`src/rtl/msx_cycle_sched.sv`:
```
// Two-requester MSX bus cycle scheduler: round-robin arbitration, then a
// SETUP/STROBE/HOLD bus cycle with mwait extension and abort on timeout.
module msx_cycle_sched #(
  parameter int SETUP_CYC  = 1,
  parameter int STROBE_CYC = 2,
  parameter int HOLD_CYC   = 1,
  parameter int WAIT_MAX   = 64
) (
  input  logic        clk,
  input  logic        reset,
  input  logic [1:0]  req,
  input  logic [1:0]  wr,
  input  logic [1:0]  io,
  input  logic [1:0]  slot,
  input  logic [15:0] addr0,
  input  logic [15:0] addr1,
  input  logic [7:0]  wdata0,
  input  logic [7:0]  wdata1,
  output logic [1:0]  gnt,
  output logic [1:0]  done,
  output logic        err,
  output logic [7:0]  rdata,
  output logic        busy,
  output logic [15:0] maddr,
  output logic [7:0]  mdout,
  output logic        mdoe,
  input  logic [7:0]  mdin,
  input  logic        mwait,
  output logic        mrd,
  output logic        mwr,
  output logic        mmreq,
  output logic        miorq,
  output logic        msltsl1,
  output logic        msltsl2
);

  typedef enum logic [1:0] {IDLE, SETUP, STROBE, HOLD} state_t;

  localparam logic [3:0] SETUP_LAST  = 4'(SETUP_CYC - 1);
  localparam logic [3:0] STROBE_LAST = 4'(STROBE_CYC - 1);
  localparam logic [3:0] HOLD_LAST   = 4'(HOLD_CYC - 1);
  localparam logic [7:0] WAIT_LIM    = 8'(WAIT_MAX);

  state_t      state_q, state_d;
  logic [3:0]  cnt_q, cnt_d;
  logic [7:0]  ext_q, ext_d;
  logic        win_q, win_d;
  logic        last_q, last_d;
  logic        wr_q, wr_d, io_q, io_d, slot_q, slot_d;
  logic [15:0] addr_q, addr_d;
  logic [7:0]  wdata_q, wdata_d;
  logic        abort_q, abort_d;
  logic        gnt_fire, done_fire, capture;
  logic        pick, active;

  // Requester 1 wins when alone, or when both ask and 0 was served last.
  assign pick   = (req == 2'b11) ? ~last_q : req[1];
  assign active = (state_d != IDLE);

  always_comb begin
    state_d   = state_q;
    cnt_d     = cnt_q;
    ext_d     = ext_q;
    win_d     = win_q;
    last_d    = last_q;
    wr_d      = wr_q;
    io_d      = io_q;
    slot_d    = slot_q;
    addr_d    = addr_q;
    wdata_d   = wdata_q;
    abort_d   = abort_q;
    gnt_fire  = 1'b0;
    done_fire = 1'b0;
    capture   = 1'b0;
    case (state_q)
      IDLE: begin
        if (req != 2'b00) begin
          state_d  = SETUP;
          cnt_d    = 4'd0;
          ext_d    = 8'd0;
          abort_d  = 1'b0;
          win_d    = pick;
          last_d   = pick;
          wr_d     = pick ? wr[1]   : wr[0];
          io_d     = pick ? io[1]   : io[0];
          slot_d   = pick ? slot[1] : slot[0];
          addr_d   = pick ? addr1   : addr0;
          wdata_d  = pick ? wdata1  : wdata0;
          gnt_fire = 1'b1;
        end
      end
      SETUP: begin
        if (cnt_q == SETUP_LAST) begin
          state_d = STROBE;
          cnt_d   = 4'd0;
        end else begin
          cnt_d = cnt_q + 4'd1;
        end
      end
      STROBE: begin
        // Only the final strobe cycle looks at mwait.
        if (cnt_q != STROBE_LAST) begin
          cnt_d = cnt_q + 4'd1;
        end else if (!mwait) begin
          if (ext_q == WAIT_LIM) begin
            abort_d = 1'b1;
            state_d = HOLD;
            cnt_d   = 4'd0;
          end else begin
            ext_d = ext_q + 8'd1;
          end
        end else begin
          capture = 1'b1;
          state_d = HOLD;
          cnt_d   = 4'd0;
        end
      end
      HOLD: begin
        if (cnt_q == HOLD_LAST) begin
          state_d   = IDLE;
          done_fire = 1'b1;
        end else begin
          cnt_d = cnt_q + 4'd1;
        end
      end
      default: state_d = IDLE;
    endcase
  end

  always_ff @(posedge clk) begin
    if (reset) begin
      state_q <= IDLE;
      cnt_q   <= 4'd0;
      ext_q   <= 8'd0;
      win_q   <= 1'b0;
      last_q  <= 1'b1;
      wr_q    <= 1'b0;
      io_q    <= 1'b0;
      slot_q  <= 1'b0;
      addr_q  <= 16'h0000;
      wdata_q <= 8'h00;
      abort_q <= 1'b0;
    end else begin
      state_q <= state_d;
      cnt_q   <= cnt_d;
      ext_q   <= ext_d;
      win_q   <= win_d;
      last_q  <= last_d;
      wr_q    <= wr_d;
      io_q    <= io_d;
      slot_q  <= slot_d;
      addr_q  <= addr_d;
      wdata_q <= wdata_d;
      abort_q <= abort_d;
    end
  end

  // Bus outputs are decoded from next state so each is a clean flop output.
  always_ff @(posedge clk) begin
    if (reset) begin
      gnt     <= 2'b00;
      done    <= 2'b00;
      err     <= 1'b0;
      rdata   <= 8'h00;
      busy    <= 1'b0;
      mdoe    <= 1'b0;
      mrd     <= 1'b1;
      mwr     <= 1'b1;
      mmreq   <= 1'b1;
      miorq   <= 1'b1;
      msltsl1 <= 1'b1;
      msltsl2 <= 1'b1;
    end else begin
      gnt     <= gnt_fire  ? (win_d ? 2'b10 : 2'b01) : 2'b00;
      done    <= done_fire ? (win_q ? 2'b10 : 2'b01) : 2'b00;
      err     <= done_fire & abort_q;
      if (capture) begin
        rdata <= mdin;
      end
      busy    <= active;
      mdoe    <= active & wr_d;
      mrd     <= ~((state_d == STROBE) & ~wr_d);
      mwr     <= ~((state_d == STROBE) & wr_d);
      mmreq   <= ~(active & ~io_d);
      miorq   <= ~(active & io_d);
      msltsl1 <= ~(active & ~io_d & ~slot_d);
      msltsl2 <= ~(active & ~io_d & slot_d);
    end
  end

  assign maddr = addr_q;
  assign mdout = wdata_q;

endmodule
```
`config.mk`:
```
export PLATFORM = sky130hd
export DESIGN_NAME = msx_cycle_sched
export DESIGN_NICKNAME = d
export VERILOG_FILES = /design/src/rtl/msx_cycle_sched.sv
export SDC_FILE = /design/constraint.sdc
export NUM_CORES = 1
export LEC_CHECK = 0
export CORE_MARGIN = 5
export CORE_UTILIZATION = 43
export CTS_CLUSTER_DIAMETER = 80
export DETAILED_ROUTE_END_ITERATION = 12
export PLACE_DENSITY_LB_ADDON = 0.1
export SLEW_MARGIN = 20
export SYNTH_ARGS = -nofsm -noshare
export SYNTH_HDL_FRONTEND = slang
export SYNTH_SLANG_ARGS = --single-unit
export TNS_END_PERCENT = 30
```
`constraint.sdc`:
```
create_clock -name clk -period 1.9 [get_ports clk]
set_clock_uncertainty 0.05 [all_clocks]
set_input_delay 0.19 -clock clk [delete_from_list [all_inputs] [get_ports clk]]
set_output_delay 0.19 -clock clk [all_outputs]
set_load 0.1 [all_outputs]
```
## Word level (Yosys, flattened, before mapping)

Cells that the tools add are included.
W data, S select, Z words.

- Register bits after elaboration: 65
- Output and inout bits: 45
- Word-level logic and storage cells: 117

- Add/sub/neg operators: 2
- Equal/unequal tests: 14
- Muxes and demuxes: 47
- Bitwise operators: 20
- Reduce and logical (&&, ||, !) cells: 11

Operator list:

| operator | count |
|---|---|
| $mux W8 | 5 |
| $mux W4 | 6 |
| $mux W1 | 23 |
| $mux W16 | 1 |
| $mux W2 | 8 |
| $pmux W4 S4 | 1 |
| $pmux W8 S2 | 1 |
| $ne A2 B2 Y1 const B | 6 |
| $not A1 Y1 | 12 |
| $reduce_and A5 Y1 | 2 |
| $add A8 B1 Y8 const B | 1 |
| $and A1 B1 Y1 | 8 |
| $eq A2 B2 Y1 const B | 4 |
| $eq A8 B7 Y1 const B | 1 |
| $pmux W2 S4 | 1 |
| $reduce_bool A2 Y1 | 3 |
| $add A4 B1 Y4 const B | 1 |
| $logic_not A4 Y1 | 1 |
| $ne A4 B1 Y1 const B | 1 |
| $ne A4 B4 Y1 const B | 1 |
| $reduce_or A2 Y1 | 2 |
| $reduce_and A3 Y1 | 1 |
| $eq A2 B1 Y1 const B | 1 |
| $logic_not A2 Y1 | 1 |
| 2 further kinds | 2 |

## Depth between registers and ports, before layout

- Depth in word-level cells: 9
- Depth in mapped cells: 7
- Mapped depth without buffers: 6

## Worst setup path after synthesis

No wires, ideal clock.

- Path type: reg-to-reg
- Start: register cnt_q[0]
- End: register msltsl2
- Setup time: 124 ps
- Arrival time: 1,498 ps
- Data required time: 1,726 ps
- Path slack: 228 ps
- Stages on the path, launching flop included: 6
- Buffers on the path: 0
- Period minus slack after synthesis: 1,672 ps
- Cell sequence: dfxtp_1 -> ha_1 -> nor3b_2 -> nand2_1 -> o21a_4 -> a2111o_1

- Longest elaborated chain between the ends: 7
- Elaborated cells between the ends (all ways): 10
- Those cells by class: eq/ne: 1; mux: 4; bitwise: 3; reduce/logical: 2

Ends and longest elaborated chain:

| item | line | source |
|---|---|---|
| from (decl) | 45 | `logic [3:0] cnt_q, cnt_d;` |
| from (signal assigned) | 145 | `cnt_q <= cnt_d;` |
| $ne A4 B1 Y1 or $logic_not A4 Y1 (tied branches) | 102, 93, 119 |  |
| $mux W2 (on tied branches) | 102, 119, 93 |  |
| $pmux W2 S4 (*) | 75 | `case (state_q)` |
| $reduce_bool A2 Y1 (*) | 58 | `assign active = (state_d != IDLE);` |
| $and A1 B1 Y1 (*) (2 in series) | 187 | `msltsl2 <= ~(active & ~io_d & slot_d);` |
| $not A1 Y1 (*) | 187 |  |
| to (signal assigned) | 187 |  |
| to (decl) | 34 | `output logic msltsl2` |

Mark *: on every way between the ends. The rest lies on a longest branch, timed or not.
A chain may end at the register's enable or synchronous reset.

## Worst setup path after layout

- Start: register cnt_q[1]
- End: register mdoe

- Longest elaborated chain between the ends: 5
- Elaborated cells between the ends (all ways): 8
- Those cells by class: eq/ne: 1; mux: 4; bitwise: 1; reduce/logical: 2

Ends and longest elaborated chain:

| item | line | source |
|---|---|---|
| $ne A4 B1 Y1 or $logic_not A4 Y1 (tied branches) | 102, 93, 119 |  |
| $mux W2 (on tied branches) | 102, 119, 93 |  |
| $pmux W2 S4 (*) | 75 |  |
| $reduce_bool A2 Y1 (*) | 58 |  |
| $and A1 B1 Y1 (*) | 181 | `mdoe <= active & wr_d;` |
| to (signal assigned) | 181 |  |
| to (decl) | 26 | `output logic mdoe,` |

Marks and branches as above.

==> flow_summary_export.csv <==
group,metric,value,unit
outcome,outcome,"finished clean",
power_and_ir_drop,ir_drop,630.5,µV
cts,worstSkewPairLatency,340,ps
critical_path,path_max_fanout,4,
sta,rsz0062_at_grt,"no",
min_path,holdPathEnd,"done[0]$_SDFF_PP0_",
die,pin_count,112,
global_routing,grt_pass1_wl,11790,µm
route,wl,7224,µm
die,fp.dieH,91.49,µm
final_layout,fillers,542,
cts,cts_root_buf,"clkbuf_8",
place,place_area,0.004036,mm²
critical_path,crit_required,2050,ps
final_layout,final_area,0.004298,mm²
power_and_ir_drop,pwr_density_cell,1145,mW/mm²
sta,slew_violations,0,
synthesis,syn_avg_cell_area,9.646,µm²
min_path,min_from,"reset",
route,drtIter0Drc,58,
final_layout,n_antenna_cell,0,
min_path,holdPathStages,4,
route,final_antenna_net_count,0,
cts,h-tree-depth,3,
cts,cts_num_sinks,65,
route,num_vias,2510,
synthesis,synth_warnings,0,
sta,hold_viol,0,
synthesis,ys_seq_area_frac,0.4557,
global_routing,grt-ovfl-total,0,
final_layout,multi_input_area,0.001469,mm²
global_routing,antenna_found_initial,0,
min_path,worstHoldPathType,"primary input to flop",
synthesis,netlist_top_cells_area,"dfxtp_1 (46%), mux2i_1 (13%), a211oi_1 (6.6%), nor2_1 (5.5%), a21oi_1 (2.3%)",
critical_path,r2r_cells,6,
final_layout,area_growth,50.53,%
synthesis,syn_area,0.002855,mm²
cts,cts.path.max_buffers,2,
critical_path,r2r-start,"cnt_q[1]$_SDFFE_PP0P_",
sta,slew_headroom,0.6242,
place,gp_congestion,0.7705,
route,drt_first_pass_iters,4,
sta,layout_min_cycle_time,1787,ps
global_routing,grt.total_usage,0.1738,
synthesis,syn-num-nets,368,
critical_path,rrSetupSlack,110,ps
place,port_buffers,111,
cts,post_cts_buffers,0,
place,place_hpwl,5449,µm
die,coreArea,0.006422,mm²
sta,fmax,559.6,MHz
final_layout,layoutNonFillerInstCount,501,
synthesis,synth_top_area_share,0.4557,
route,drc,0,
sta,setup_violations,0,
global_routing,grt_max_degree,54,
critical_path,r2r_end,"mdoe$_SDFF_PP0_",
final_layout,final_cell_mix,"clkdlybuf4s50_1 (65), dfxtp_1 (64), buf_4 (62)",
synthesis,ys_ff_latch,65,
die,initial_core_util,0.4446,
cts,clk_pin_slew,70,ps
synthesis,synth.distinct_cells,47,
synthesis,synth-main-ff-cell,"dfxtp_1",
final_layout,drive_gt1_frac,0.2311,
die,die_area,0.008370,mm²
sta,max_slew.worst_pin.slew,563.7,ps
critical_path,cp_data_arrival_time,1940,ps
die,die_w,91.49,µm
critical_path,path_class,"flop to flop",
place,dp.cells,485,
synthesis,async_flop_share,0,
synthesis,synth_top_area_cell,"dfxtp_1",
final_layout,layout_commonest_cell,"clkdlybuf4s50_1",
sta,timing.final.crit_share,0.9405,
final_layout,area.sequential,0.001303,mm²
synthesis,synthCells,296,
cts,hold_buffers,0,
critical_path,startpoint_type,"flop",
final_layout,nets,491,
critical_path,cp-end-kind,"flop",
run,drv_cap,0,
power_and_ir_drop,leakage,1.805,nW
route,viasPerCell,5.010,
synthesis,synth_edf_count,0,
die,num_rows,29,
route,wl_per_cell,14.42,µm
global_routing,first_global_vias,2517,
cts,cts_tree,"built",
cts,numCtsBuffers,9,
## logic make-up after synthesis
logic type,share of synthesized area
compound gates,0.1547
mux,0.1411
buf+inv,0.03988
flops,0.4557
fa+ha+maj,0.02191
simple gates,0.1867
## flip-flops by register name, indices dropped and copies added, names as in the netlist, 2 cells and up
register / cells
rdata: 8
maddr: 16
done: 2
gnt: 2
ext_q: 8
mdout: 8
cnt_q: 4
state_q: 2
## power breakdown
part,switching (mW),internal [mW]
Clock,0.551,0.871
Combinational,1.33,0.567
Sequential,0.0894,1.51
## synth_stat cells, types with 3 or more instances
cell / count
dfxtp_1: 65
or2_2: 3
nand3_1: 8
clkbuf_1: 8
a22oi_1: 4
mux2i_1: 38
nand2_1: 7
a211oi_1: 25
inv_1: 7
or3_1: 5
nor2_1: 42
ha_1: 5
and3_1: 4
a21oi_1: 13
o21ai_0: 10
buf_2: 7
nor2b_1: 4
## worst max-delay path, stage by stage (launching register included)
cell	delay (ps)
dfxtp_1	340
inv_1	90
ha_1	180
or3b_2	470
a22oi_2	190
o211ai_1	160
nor3b_1	170
## final cells by class
type | instances | area share
clock inverters | 7 | 0.02766
multi-input cells | 206 | 0.3418
well taps | 77 | 0.02242
repair buffers | 130 | 0.2702
flip-flops and latches | 65 | 0.3031
inverters | 7 | 0.006114
clock buffers | 9 | 0.02882
## timing repair
| action | in CTS | in global routing |
|---|---|---|
| setup endpoints to repair | 2 | 14 |
| resized for setup | 1 | 4 |
| pin swaps | 0 | 1 |
## routing by layer
layer	track usage	part of all wire
met5	0	0
met4	0.06784	0.016
met3	0.05702	0.074
met2	0.2982	0.49
met1	0.1994	0.42
## per-stage QoR
stage	TNS, ps	hold WS [ps]	power, mW	setup WS [ps]	util
after floorplan	0	283.9	2.995	227.7	-
after global placement	-7.075	395.5	3.512	-7.075	0.6285
after detailed placement	-3.966	403.1	3.529	-3.424	0.6285
after CTS	0	126.1	4.962	39.34	0.6671
after global routing	0	179.0	5.122	8.656	0.6692
final	0	137.0	4.921	113.0	0.6692
## how the worst max path moves through the flow
stage | startpoint | to | slack, ps
2_1_floorplan | cnt_q[0]$_SDFFE_PP0P_ | msltsl2$_SDFF_PP1_ | 230
4_1_cts | cnt_q[0]$_SDFFE_PP0P_ | cnt_q[3]$_SDFFE_PP0P_ | 40
3_3_place_gp | req[1] | msltsl1$_SDFF_PP1_ | -7
6_report | cnt_q[1]$_SDFFE_PP0P_ | mdoe$_SDFF_PP0_ | 110
5_1_grt | state_q[0]$_SDFF_PP0_ | mdoe$_SDFF_PP0_ | 9
3_5_place_dp | req[0] | ext_q[6]$_SDFFE_PP0P_ | -3
No activity file was read; power rests on OpenSTA's default activity.
